### config.mk
export PLATFORM = sky130hd
export DESIGN_NAME = conv_weight_loader_flat
export DESIGN_NICKNAME = d
export VERILOG_FILES = /design/src/rtl/conv_ctrl_pkg.sv /design/src/rtl/conv_weight_loader_if.sv /design/src/rtl/conv_weight_loader_wload_csum.sv /design/src/rtl/conv_weight_loader.sv /design/src/flat_wrapper.sv
export SDC_FILE = /design/constraint.sdc
export NUM_CORES = 1
export LEC_CHECK = 0
export ABC_CLOCK_PERIOD_IN_PS = 2510
export CAP_MARGIN = 20
export CORE_MARGIN = 2
export CORE_UTILIZATION = 43
export CTS_CLUSTER_SIZE = 10
export DETAILED_ROUTE_END_ITERATION = 10
export GPL_ROUTABILITY_DRIVEN = 0
export PLACE_DENSITY = 0.84
export SKIP_CTS_REPAIR_TIMING = 1
export SYNTH_ARGS = -nofsm -noshare
export SYNTH_HDL_FRONTEND = slang
export SYNTH_SLANG_ARGS = --single-unit
### constraint.sdc
create_clock -name clk -period 2.51 [get_ports clk]
set_clock_uncertainty 0.05 [all_clocks]
set_input_delay 0.502 -clock clk [delete_from_list [all_inputs] [get_ports clk]]
set_output_delay 0.502 -clock clk [all_outputs]
set_load 0.005 [all_outputs]
### src/rtl/conv_ctrl_pkg.sv
// -----------------------------------------------------------------------------
// conv_ctrl_pkg
// Shared definitions for the conv layer controllers.
//   - DEF_DATA_W / DEF_ADDR_W : default parameter-word and weight-address widths
//   - state_e                 : controller state encoding (IDLE, LOAD, RUN,
//                               CHECK, ERR); CHECK/ERR are only reachable when
//                               the loader is built with WEIGHT_CHECKSUM_EN.
// -----------------------------------------------------------------------------
package conv_ctrl_pkg;

  localparam int DEF_DATA_W = 16;
  localparam int DEF_ADDR_W = 32;

  typedef enum logic [2:0] {
    ST_IDLE  = 3'd0,
    ST_LOAD  = 3'd1,
    ST_RUN   = 3'd2,
    ST_CHECK = 3'd3,
    ST_ERR   = 3'd4
  } state_e;

endpackage

### src/rtl/conv_weight_loader_if.sv
// -----------------------------------------------------------------------------
// conv_weight_loader_if
// Bundles the parameter word stream (upstream DMA/FIFO side) and the conv
// weight-write port.
//   s_data / s_valid / s_ready : word stream, beat on s_valid && s_ready
//   weight_wr_data/addr/en     : one-cycle write strobe into the conv
// Modports:
//   slave  : the loader (consumes the stream, drives the write port)
//   master : the environment (drives the stream, observes the write port)
// -----------------------------------------------------------------------------
interface conv_weight_loader_if
  import conv_ctrl_pkg::*;
#(
  parameter int DATA_W = DEF_DATA_W,
  parameter int ADDR_W = DEF_ADDR_W
);

  logic [DATA_W-1:0] s_data;
  logic              s_valid;
  logic              s_ready;
  logic [DATA_W-1:0] weight_wr_data;
  logic [ADDR_W-1:0] weight_wr_addr;
  logic              weight_wr_en;

  modport slave (
    input  s_data, s_valid,
    output s_ready, weight_wr_data, weight_wr_addr, weight_wr_en
  );

  modport master (
    output s_data, s_valid,
    input  s_ready, weight_wr_data, weight_wr_addr, weight_wr_en
  );

endinterface

### src/rtl/conv_weight_loader_wload_csum.sv
// -----------------------------------------------------------------------------
// wload_csum
// Running modulo-2^DATA_W sum of the parameter words of one layer load, with a
// compare against the trailing checksum word.
//   clk, rst : clock, asynchronous active-high reset
//   clr      : zero the sum (start of a load)
//   acc_en   : add data into the sum this cycle
//   data     : word to accumulate, or the checksum word to compare against
//   match    : current sum equals data
// -----------------------------------------------------------------------------
module wload_csum
  import conv_ctrl_pkg::*;
#(
  parameter int DATA_W = DEF_DATA_W
) (
  input  logic              clk,
  input  logic              rst,
  input  logic              clr,
  input  logic              acc_en,
  input  logic [DATA_W-1:0] data,
  output logic              match
);

  logic [DATA_W-1:0] sum_q;

  always_ff @(posedge clk or posedge rst) begin
    if (rst) begin
      sum_q <= '0;
    end else if (clr) begin
      sum_q <= '0;
    end else if (acc_en) begin
      sum_q <= sum_q + data;
    end
  end

  assign match = (sum_q == data);

endmodule

### src/rtl/conv_weight_loader.sv
// -----------------------------------------------------------------------------
// conv_weight_loader
// Sequences one conv layer: streams NUM_WORDS parameter words into the conv
// weight-write port at BASE_ADDR, BASE_ADDR+1, ... and then opens the
// activation path (act_valid_in -> act_valid_out, conv_rd_en -> act_rd_en).
// Ports:
//   clk, rst                   : clock, asynchronous active-high reset
//   start                      : begin a (re)load; wins over clear
//   clear                      : RUN -> IDLE
//   bus (slave)                : word stream in, weight-write port out
//   act_valid_in / act_rd_en   : activation FIFO side
//   act_valid_out / conv_rd_en : conv side
//   busy                       : loading (LOAD or CHECK)
//   load_done                  : RUN, activation open
//   chk_err                    : checksum mismatch (WEIGHT_CHECKSUM_EN only)
// Build option: define WEIGHT_CHECKSUM_EN to require a trailing checksum word
// (sum of the words mod 2^DATA_W) before the activation path opens.
// -----------------------------------------------------------------------------
module conv_weight_loader
  import conv_ctrl_pkg::*;
#(
  parameter int                DATA_W    = DEF_DATA_W,
  parameter int                ADDR_W    = DEF_ADDR_W,
  parameter logic [ADDR_W-1:0] BASE_ADDR = '0,
  parameter int                NUM_WORDS = 77
) (
  input  logic                 clk,
  input  logic                 rst,
  input  logic                 start,
  input  logic                 clear,
  conv_weight_loader_if.slave  bus,
  input  logic                 act_valid_in,
  output logic                 act_valid_out,
  input  logic                 conv_rd_en,
  output logic                 act_rd_en,
  output logic                 busy,
  output logic                 load_done
`ifdef WEIGHT_CHECKSUM_EN
  ,
  output logic                 chk_err
`endif
);

  localparam int CNT_W = $clog2(NUM_WORDS + 1);
  localparam logic [CNT_W-1:0] LAST_K = CNT_W'(NUM_WORDS - 1);

  localparam logic [2:0] S_IDLE  = ST_IDLE;
  localparam logic [2:0] S_LOAD  = ST_LOAD;
  localparam logic [2:0] S_RUN   = ST_RUN;
`ifdef WEIGHT_CHECKSUM_EN
  localparam logic [2:0] S_CHECK = ST_CHECK;
  localparam logic [2:0] S_ERR   = ST_ERR;
`endif

  logic [2:0]       state_q, state_d;
  logic [CNT_W-1:0] cnt_q;
  logic             beat, load_beat, last_beat, enter_load;

  assign beat       = bus.s_valid && bus.s_ready;
  assign load_beat  = beat && (state_q == S_LOAD);
  assign last_beat  = load_beat && (cnt_q == LAST_K);
  // Any transition into LOAD restarts the word count (start in IDLE/RUN/ERR).
  assign enter_load = (state_d == S_LOAD) && (state_q != S_LOAD);

`ifdef WEIGHT_CHECKSUM_EN
  logic csum_match;

  wload_csum #(.DATA_W(DATA_W)) u_csum (
    .clk    (clk),
    .rst    (rst),
    .clr    (enter_load),
    .acc_en (load_beat),
    .data   (bus.s_data),
    .match  (csum_match)
  );
`endif

  // NOTE: next-state is assigned its hold value first so every path through
  // the case drives it and no latch is inferred.
  always_comb begin
    state_d = state_q;
    case (state_q)
      S_IDLE: if (start) state_d = S_LOAD;
      S_LOAD: begin
        if (last_beat) begin
`ifdef WEIGHT_CHECKSUM_EN
          state_d = S_CHECK;
`else
          state_d = S_RUN;
`endif
        end
      end
      S_RUN: begin
        if (start)      state_d = S_LOAD;
        else if (clear) state_d = S_IDLE;
      end
`ifdef WEIGHT_CHECKSUM_EN
      // The checksum beat is compared against the sum of all NUM_WORDS words.
      S_CHECK: if (beat) state_d = csum_match ? S_RUN : S_ERR;
      S_ERR:   if (start) state_d = S_LOAD;
`endif
      default: state_d = S_IDLE;
    endcase
  end

  // NOTE: registered state uses non-blocking assignments so every flop samples
  // the pre-edge values regardless of block ordering.
  always_ff @(posedge clk or posedge rst) begin
    if (rst) begin
      state_q <= S_IDLE;
      cnt_q   <= '0;
    end else begin
      state_q <= state_d;
      if (enter_load)     cnt_q <= '0;
      else if (load_beat) cnt_q <= cnt_q + 1'b1;
    end
  end

  // One write per accepted LOAD beat, one cycle later.
  always_ff @(posedge clk or posedge rst) begin
    if (rst) begin
      bus.weight_wr_en   <= 1'b0;
      bus.weight_wr_data <= '0;
      bus.weight_wr_addr <= '0;
    end else begin
      bus.weight_wr_en <= load_beat;
      if (load_beat) begin
        bus.weight_wr_data <= bus.s_data;
        bus.weight_wr_addr <= BASE_ADDR + ADDR_W'(cnt_q);
      end
    end
  end

  // Decodes of the state register only; s_ready never looks at s_valid.
`ifdef WEIGHT_CHECKSUM_EN
  assign bus.s_ready = (state_q == S_LOAD) || (state_q == S_CHECK);
  assign chk_err     = (state_q == S_ERR);
`else
  assign bus.s_ready = (state_q == S_LOAD);
`endif
  assign busy          = bus.s_ready;
  assign load_done     = (state_q == S_RUN);
  assign act_valid_out = load_done && act_valid_in;
  assign act_rd_en     = load_done && conv_rd_en;

endmodule

### src/flat_wrapper.sv
// flat-port wrapper written by rule: the top's interface ports become plain ports
module conv_weight_loader_flat import conv_ctrl_pkg::*;
#(
  parameter int                DATA_W    = DEF_DATA_W,
  parameter int                ADDR_W    = DEF_ADDR_W,
  parameter logic [ADDR_W-1:0] BASE_ADDR = '0,
  parameter int                NUM_WORDS = 77
)
  (clk, rst, start, clear, act_valid_in, act_valid_out, conv_rd_en, act_rd_en, busy, load_done, bus_s_data, bus_s_valid, bus_s_ready, bus_weight_wr_data, bus_weight_wr_addr, bus_weight_wr_en);
  conv_weight_loader_if #(.DATA_W(DATA_W), .ADDR_W(ADDR_W)) bus_i ();
  input  logic clk;
  input  logic rst;
  input  logic start;
  input  logic clear;
  input  logic act_valid_in;
  output logic act_valid_out;
  input  logic conv_rd_en;
  output logic act_rd_en;
  output logic busy;
  output logic load_done;
  input wire logic [$bits(bus_i.s_data)-1:0] bus_s_data;
  input wire logic [$bits(bus_i.s_valid)-1:0] bus_s_valid;
  output wire logic [$bits(bus_i.s_ready)-1:0] bus_s_ready;
  output wire logic [$bits(bus_i.weight_wr_data)-1:0] bus_weight_wr_data;
  output wire logic [$bits(bus_i.weight_wr_addr)-1:0] bus_weight_wr_addr;
  output wire logic [$bits(bus_i.weight_wr_en)-1:0] bus_weight_wr_en;
  assign bus_i.s_data = bus_s_data;
  assign bus_i.s_valid = bus_s_valid;
  assign bus_s_ready = bus_i.s_ready;
  assign bus_weight_wr_data = bus_i.weight_wr_data;
  assign bus_weight_wr_addr = bus_i.weight_wr_addr;
  assign bus_weight_wr_en = bus_i.weight_wr_en;
  conv_weight_loader #(.DATA_W(DATA_W), .ADDR_W(ADDR_W), .BASE_ADDR(BASE_ADDR), .NUM_WORDS(NUM_WORDS)) u_core (.clk(clk), .rst(rst), .start(start), .clear(clear), .bus(bus_i), .act_valid_in(act_valid_in), .act_valid_out(act_valid_out), .conv_rd_en(conv_rd_en), .act_rd_en(act_rd_en), .busy(busy), .load_done(load_done));
endmodule
-- Word-level counts from Yosys, hierarchy flattened
Index checks and enable logic that the tools add are counted.
- word-level logic and storage cells: 26
- flip-flop bits (word level): 34
- memories kept: 0
- output and inout port bits: 54
- latch bits: 0
- bits in writable memories: 0
- input port bits: 23
- memory bits (read-only): 0
- order comparisons: 0
- div/mod/pow operators: 0
- bitwise gates (word level): 0
- multipliers: 0
- $add $sub $neg: 1
- equality and inequality tests: 5
- reduce and logical (&&, ||, !) cells: 8
- shift operators: 0
- mux-type cells: 7
- operators by type and width (cell ; count):
    2-to-1 mux 7 bit ; 2
    2-to-1 mux 3 bit ; 4
    one-hot mux 3 bit (3 select lines) ; 1
    adder 7 x 1 -> 7 bit (second input constant) ; 1
    equality test 7 bit (second input constant) ; 1
    equality test 3 x 1 -> 1 bit (second input constant) ; 2
    logical AND 1 bit ; 6
    equality test 3 x 2 -> 1 bit (second input constant) ; 1
    logical NOT 3 bit ; 1
    != test 3 x 1 -> 1 bit (second input constant) ; 1
    nonzero test 2 bit ; 1

-- Depth between registers and ports, before layout
Gate-level depths: netlist (run 1).
- depth in word-level cells: 9
- gate-level depth with buffers: 6

-- Worst setup path after synthesis (run 1)
No wires, ideal clock.
- path type: reg2out
- start point: register u_core.state_q[0]
- end point: output port act_rd_en
- required time: 1.958 ns
- path buffers: 0
- slack: 1.026 ns
- cell stages (with the launch flop): 3
- arrival: 0.932 ns
- cell sequence: dfrtp_1 nor3b_1 and2_1
- cells in the longest elaborated chain, start to end: 2
- RTL lines (item ; line ; text):
    from (decl) ; conv_weight_loader.sv:55 ; logic [2:0] state_q, state_d;
    from (signal assigned) ; conv_weight_loader.sv:113 ; state_q <= state_d;
    equality test 3 x 2 -> 1 bit ; conv_weight_loader.sv:142 ; assign load_done = (state_q == S_RUN);
    named net load_done ; flat_wrapper.sv:20 ; output logic load_done;
    logical AND 1 bit ; conv_weight_loader.sv:144 ; assign act_rd_en = load_done && conv_rd_en;
    to (decl) ; flat_wrapper.sv:18 ; output logic act_rd_en;
The timed path passes the listed nets, and every way through them passes these cells.

-- Worst setup path in the final report (run 1)
- start point: register u_core.state_q[0]
- end point: output port act_valid_out
- cells in the longest elaborated chain, start to end: 2
- RTL lines (item ; line ; text):
    equality test 3 x 2 -> 1 bit ; conv_weight_loader.sv:142 ;
    logical AND 1 bit ; conv_weight_loader.sv:143 ; assign act_valid_out = load_done && act_valid_in;
    to (decl) ; flat_wrapper.sv:16 ; output logic act_valid_out;
No other way between the ends.

==> metrics.md, run 1 <==
| Metric | Value |
|---|---|
| Total gr overflow | 0 |
| Clk_lat worst skew | between 0.2 and 0.3 ns |
| DR DRC count | 0 |
| Yosys reg bits | 34 |
| Synth Area per Inst | approximately 9 sq um |
| CP max FO | 5 |
| Synth cell types | 25 |
| Boundary pin count | 77 |
| # placed instances | between 200 and 300 |
| Vias | 1268 |
| NetSw | between 300 and 400 uW |
| Vias/cell | about 4.4 |
| Crit. End Element | primary output |
| Peak per-stage delay on the critical path | about 0.5 ns |
| Clock Root Buffer | clkbuf_8 |
| Die Area | ~4200 sq um |
| Levels on crit path | 3 |
| Setup_tns | 0 ns |
| Post-DP HPWL | 2.25 mm |
| Die height | approximately 65 microns |
| Max-cap violations | 0 |
| CP required | between 1.5 and 2 ns |
| DRT Pass-1 Iters | 4 |
| Most used DFF post-synth | dfrtp_1 |
| Fin crit period | ~2.3 ns |
| Fillers | around 330 |
| Vias in the first global route | between 1000 and 1500 |
| CP startpoint | u_core.state_q[0] |
| Final std cells w/o fill | between 200 and 300 |
| Final period util | roughly nine tenths |
| GR Util All Layers | approximately 17% |
| Setup WS post-layout | 0.209 ns |
| Synthesis-to-layout area growth | 37.5% |
| Cell family with most CP delay | simple AND/OR/NAND/NOR gates |
| Initial antenna violation count | 0 |
| Unrepaired setup endpoints after global routing | false |
| CP max stage cell | clkdlybuf4s50_1 |
| Detailed-route wire length per cell | between 10 and 15 microns |
| CTS Buf Count | 5 |
| # rows | 22 |
| Cell Area, Synth | between 1500 and 2000 sq um |
| Crit start category | register |
| CP cell instances | nor3b_1, and2_1, clkdlybuf4s50_1 |
| Max Fclk | between 400 and 500 MHz |
| Logic pwr share | 21.3% |
| Commonest cells after routing, fill and taps aside | 74 x nand2_1, 51 x clkdlybuf4s50_1, 34 x dfrtp_1 |
| WP buf/inv | 1 |
| H-tree depth | 2 |
| Ant diodes | 0 |
| Slew Limit Fails | 0 |
| Yosys warning total | 0 |
| Status | finished, final reports clean |
| Post-synthesis sequential area ratio | between 50% and 60% |
| Setup Viol. Count Final | 0 |
| Most common cell after layout, fill and taps aside | nand2_1 |
| Ratio of cells with drive above 1 in the final layout | 5.91% |
| Sw frac | 23.7% |
| Lkg Pwr | 0.00109 uW |
| Core area | 3630 sq um |
| Final wirelength | 3.19 mm |
| First-pass GRT wire length | ~5.4 mm |
| Clock share of power | between 30% and 40% |
| Final Hold Viols | 0 |
| Largest net degree at the start of global routing | 35 |
| Storage element area | about 850 sq um |
| CTS tree | done |
| Worst R2R Path Depth | 3 |
| Post-DRT Antenna Nets | 0 |
| Clock transition at path regs | about 0.070 ns |
| Crit path capture | act_valid_out |
| Worst R2R Start | u_core.state_q[2] |
| TritonCTS Sinks | 34 |
| Pwr Density | 683 nW/um^2 |
| Max clock buf depth | 2 |
| R2R Path End | u_core.cnt_q[6] |
| Detailed Route Iter0 Violations | just over 70 |
| Die width | approximately 65 microns |
| Critical path class | register to primary output |
| Multi-input logic area | slightly above 600 sq um |
| Mapped Cells | 180 |
| Peak supply drop | approximately 0.46 mV |
| Initial core utilization | 44.1% |
| Ys async rst share | 100% |
| R2R setup slack | about 0.80 ns |
| Number of synthesized flops with an enable pin | 0 |
| Port Buf Inserts | between 50 and 60 |
| Hold Path Class | register to register |
| Setup Slack @ Placement | roughly 0.35 ns |
| P_int | approximately 1100 uW |
| Seq pwr share | a little under half |
| Worst EP arrival | around 1.8 ns |
| Final Net Count | 262 |
## through the flow
stage | hold slack, ns | util [%] | total power (uW) | cell area (sq um)
final | 0.422 | 60.7 | 1510 | 2210
after floorplan | 0.416 | - | 823 | 1700
after detailed placement | 0.411 | 57.6 | 1010 | 2090
after global routing | 0.446 | 60.7 | 1600 | 2210
after global placement | 0.407 | 57.6 | 1010 | 2090
after CTS | 0.428 | 60.7 | 1520 | 2210
## worst min-delay path by stage
stage / from / endpoint / slack (ns) / depth (start not counted)
6_report: u_core.bus.weight_wr_data[10] / u_core.bus.weight_wr_data[10] / 0.42 / 2
5_1_grt: u_core.bus.weight_wr_addr[2] / u_core.bus.weight_wr_addr[2] / 0.45 / 2
4_1_cts: u_core.bus.weight_wr_data[10] / u_core.bus.weight_wr_data[10] / 0.43 / 2
3_5_place_dp: u_core.bus.weight_wr_data[10] / u_core.bus.weight_wr_data[10] / 0.41 / 2
3_3_place_gp: u_core.bus.weight_wr_data[13] / u_core.bus.weight_wr_data[13] / 0.41 / 2
2_1_floorplan: u_core.cnt_q[6] / u_core.bus.weight_wr_addr[6] / 0.42 / 2
## per-layer routing
layer	part of all wire [%]	wire length [microns]	global-route usage, %
met3	6.8	216	5.21
met5	0	0	0
met2	50	1590	28.0
met4	2.2	71	8.59
met1	41	1320	20.0
## worst register-to-register path: stages (launching register included)
cell	delay [ns]
dfrtp_1	0.41
nand4bb_1	0.41
or4_1	0.59
a21oi_1	0.17
## power groups by stage
| stage | clock network (uW) | registers, uW | logic [uW] |
|---|---|---|---|
| 2_1_floorplan | 0 | 692 | 132 |
| 3_3_place_gp | 0 | 689 | 318 |
| 5_1_grt | 551 | 691 | 361 |
| 4_1_cts | 515 | 682 | 327 |
| 6_report | 505 | 681 | 322 |
| 3_5_place_dp | 0 | 690 | 324 |
## sequential cells by signal, indices dropped and copies added (netlist names)
signal	flops
u_core.bus.weight_wr_addr	7
u_core.bus.weight_wr_en	1
u_core.cnt_q	7
u_core.state_q	3
u_core.bus.weight_wr_data	16
## cells in the mapped netlist (3+ instances only)
cell	n	area (sq um)
nand2_1	74	278
dfrtp_1	34	851
buf_4	26	195
a21oi_1	6	30.0
clkbuf_1	4	15.0
inv_1	4	15.0
o21ai_0	4	20.0
nor3b_1	3	22.5
## cell families (layout without fill, tap and decap cells)
group	count (synthesis)	count (layout)	share of synthesized area, %
compound gates	13	13	4.52
fa+ha+maj	2	2	1.56
buf+inv	37	69	14.9
flops	34	34	53.0
mux	1	1	0.624
other cells	1	26	0.234
simple gates	92	92	25.1
## final cells by class
type / instances / area share [%]
Sequential cell: 34 / 38.6
Multi-Input combinational cell: 134 / 27.6
Timing Repair Buffer: 57 / 25.2
Clock buffer: 6 / 3.74
Tap cell: 48 / 2.72
Clock inverter: 1 / 1.36
Inverter: 5 / 0.851
Power figures use the tool's default switching activity.
==> run 2: changes to the inputs <==
Settings changed: ABC_CLOCK_PERIOD_IN_PS 2510 to 1900, CORE_UTILIZATION 43 to 36, PLACE_DENSITY 0.84 to 0.75, SLEW_MARGIN from default to 20.
Clock period 2.51 ns to 1.9 ns, I/O delays scaled along.
==> run 2 against run 1 <==
Compared with the run above:
- clock power rose by 5.0%
- sequential share of layout area is 0.51 points lower
- global-route usage is 3.4 points lower
- setup slack improved by 0.014 ns
- register-to-register slack worse by 0.56 ns
- critical path depth stayed put
- largest cell class unchanged
- design area up 1.6%
- flip-flop and latch count is the same
- sequential power increased by 33%
- wire length rose by 3.0%
- core utilization fell by 8.9 points
==> metrics.md, run 2 (synthesis gave the netlist of run 1 again) <==
| Metric | Value |
|---|---|
| Max clock buf depth | 2 |
| H-tree depth | 2 |
| Post-DRT Antenna Nets | 0 |
| Final period util | 88.3% |
| Setup WS post-layout | roughly 0.22 ns |
| GR Util All Layers | between 10% and 20% |
| Unrepaired setup endpoints after global routing | false |
| Max FFs per register | 16 |
| First-pass GRT wire length | about 5.4 mm |
| Ratio of cells with drive above 1 in the final layout | ~8.3% |
| Clock transition at path regs | ~0.060 ns |
| CTS tree | done |
| Ant diodes | 0 |
| Detailed-route wire length per cell | ~11 microns |
| Largest net degree at the start of global routing | 35 |
| Die height | between 70 and 80 microns |
| CP max stage cell | dfrtp_2 |
| CP required | 1.47 ns |
| R2R setup slack | 0.24 ns |
| Final Net Count | approximately 260 |
| Critical path class | register to primary output |
| Post-DP HPWL | 2.50 mm |
| DRT Pass-1 Iters | 4 |
| Lkg Pwr | about 0.0012 uW |
| TritonCTS Sinks | 34 |
| Status | finished, final reports clean |
| Boundary pin count | 77 |
| # rows | 24 |
| CTS Buf Count | 5 |
| CP cell instances | nor3b_4, and2_1, dlymetal6s2s_1 |
| Setup Slack @ Placement | -0.0139 ns |
| Die width | about 70 microns |
| Worst EP arrival | 1.25 ns |
| DR DRC count | 0 |
| Synthesis-to-layout area growth | 39.8% |
| Total gr overflow | 0 |
| Vias/cell | 4.34 |
| Peak per-stage delay on the critical path | between 0.4 and 0.5 ns |
| Clock Root Buffer | clkbuf_8 |
| Hold WS | 0.423 ns |
| Core area | ~4300 sq um |
| Max-cap violations | 0 |
| Vias | 1266 |
| Final wirelength | between 3 and 4 mm |
| Slew Limit Fails | 0 |
| Final Hold Viols | 0 |
| Initial core utilization | a little under two fifths |
| Most common cell after layout, fill and taps aside | nand2_1 |
| Clk_lat worst skew | 0.28 ns |
| Crit. End Element | primary output |
| Biggest regs | u_core.bus.weight_wr_data (16), u_core.bus.weight_wr_addr (7), u_core.cnt_q (7) |
| Max Fclk | roughly 600 MHz |
| Setup Viol. Count Final | 0 |
| CP max FO | 5 |
| Crit start category | register |
| Vias in the first global route | ~1200 |
| Initial antenna violation count | 0 |
| Hold Path Class | register to register |
| Pwr Density | between 800 and 900 nW/um^2 |
| Port Buf Inserts | slightly above 50 |
| Most flops, register | u_core.bus.weight_wr_data |
| Detailed Route Iter0 Violations | slightly below 80 |
| Commonest cells after routing, fill and taps aside | 74 x nand2_1, 46 x clkdlybuf4s50_1, 32 x dfrtp_1 |
| Die Area | approximately 5000 sq um |
| Fin crit period | between 1.5 and 2 ns |
| Peak supply drop | 0.460 mV |
[run 2: changes by cell type in the layout (fill, tap and decap cells not counted)]
cell | previous run | this run
buf_4 | 6 | 8
bufinv_16 | 1 | 0
clkbuf_1 | 0 | 1
clkdlybuf4s50_1 | 51 | 46
clkinv_2 | 0 | 1
dfrtp_1 | 34 | 32
dfrtp_2 | 0 | 2
dlymetal6s2s_1 | 0 | 5
nor3b_1 | 3 | 1
nor3b_4 | 0 | 2
[run 2: per-stage QoR]
stage / setup TNS, ns / total power (uW) / cell area, sq um / utilization, % / instances
after floorplan: 0 / 1090 / 1700 / - / 205
after global placement: 0 / 1340 / 2110 / 48.9 / 284
after detailed placement: -0.0608 / 1360 / 2110 / 48.9 / 284
after CTS: -1.19 / 1900 / 2200 / 51.0 / 292
after global routing: 0 / 1980 / 2240 / 51.9 / 292
final: 0 / 1870 / 2240 / 51.9 / 292
[run 2: final timing paths]
| check | start | end | depth (start not counted) |
|---|---|---|---|
| worst min-delay path | u_core.bus.weight_wr_addr[3] | u_core.bus.weight_wr_addr[3] | 2 |
| worst min register to register | u_core.bus.weight_wr_addr[3] | u_core.bus.weight_wr_addr[3] | 2 |
| max in group asynchronous | rst | u_core.state_q[2] | 3 |
| worst max register to register | u_core.state_q[2] | u_core.cnt_q[5] | 3 |
| min in group asynchronous | rst | u_core.bus.weight_wr_data[0] | 3 |
| worst max-delay path | u_core.state_q[2] | act_valid_out | 3 |
[run 2: layer usage]
metal | track usage, % | share of wire, % | vias to the layer above
met4 | 5.66 | 1.3 | 0
li1 | - | - | 634
met2 | 23.8 | 52 | 38
met5 | 0 | 0 | -
met1 | 16.3 | 42 | 589
met3 | 2.85 | 5.0 | 5
[run 2: critical path, delay by kind of cell, from the launching register on]
kind | cells | cell delay, ns
flip-flops | 1 | 0.46
AND/OR/NAND/NOR | 2 | 0.39
buffers and inverters | 1 | 0.12
[run 2: layout make-up]
| cell class | count | area (sq um) |
|---|---|---|
| fillers | 422 | 2080 |
| flip-flops and latches | 34 | 853 |
| clock buffers | 7 | 86.3 |
| repair buffers | 59 | 583 |
| inverters | 5 | 18.8 |
| multi-input cells | 134 | 631 |
| well taps | 52 | 65.1 |
| clock inverters | 1 | 5.00 |
[run 2: report_power, final]
group          switching [uW]  internal, uW
Combinational             165           270
Sequential               69.6           834
Clock                     238           292
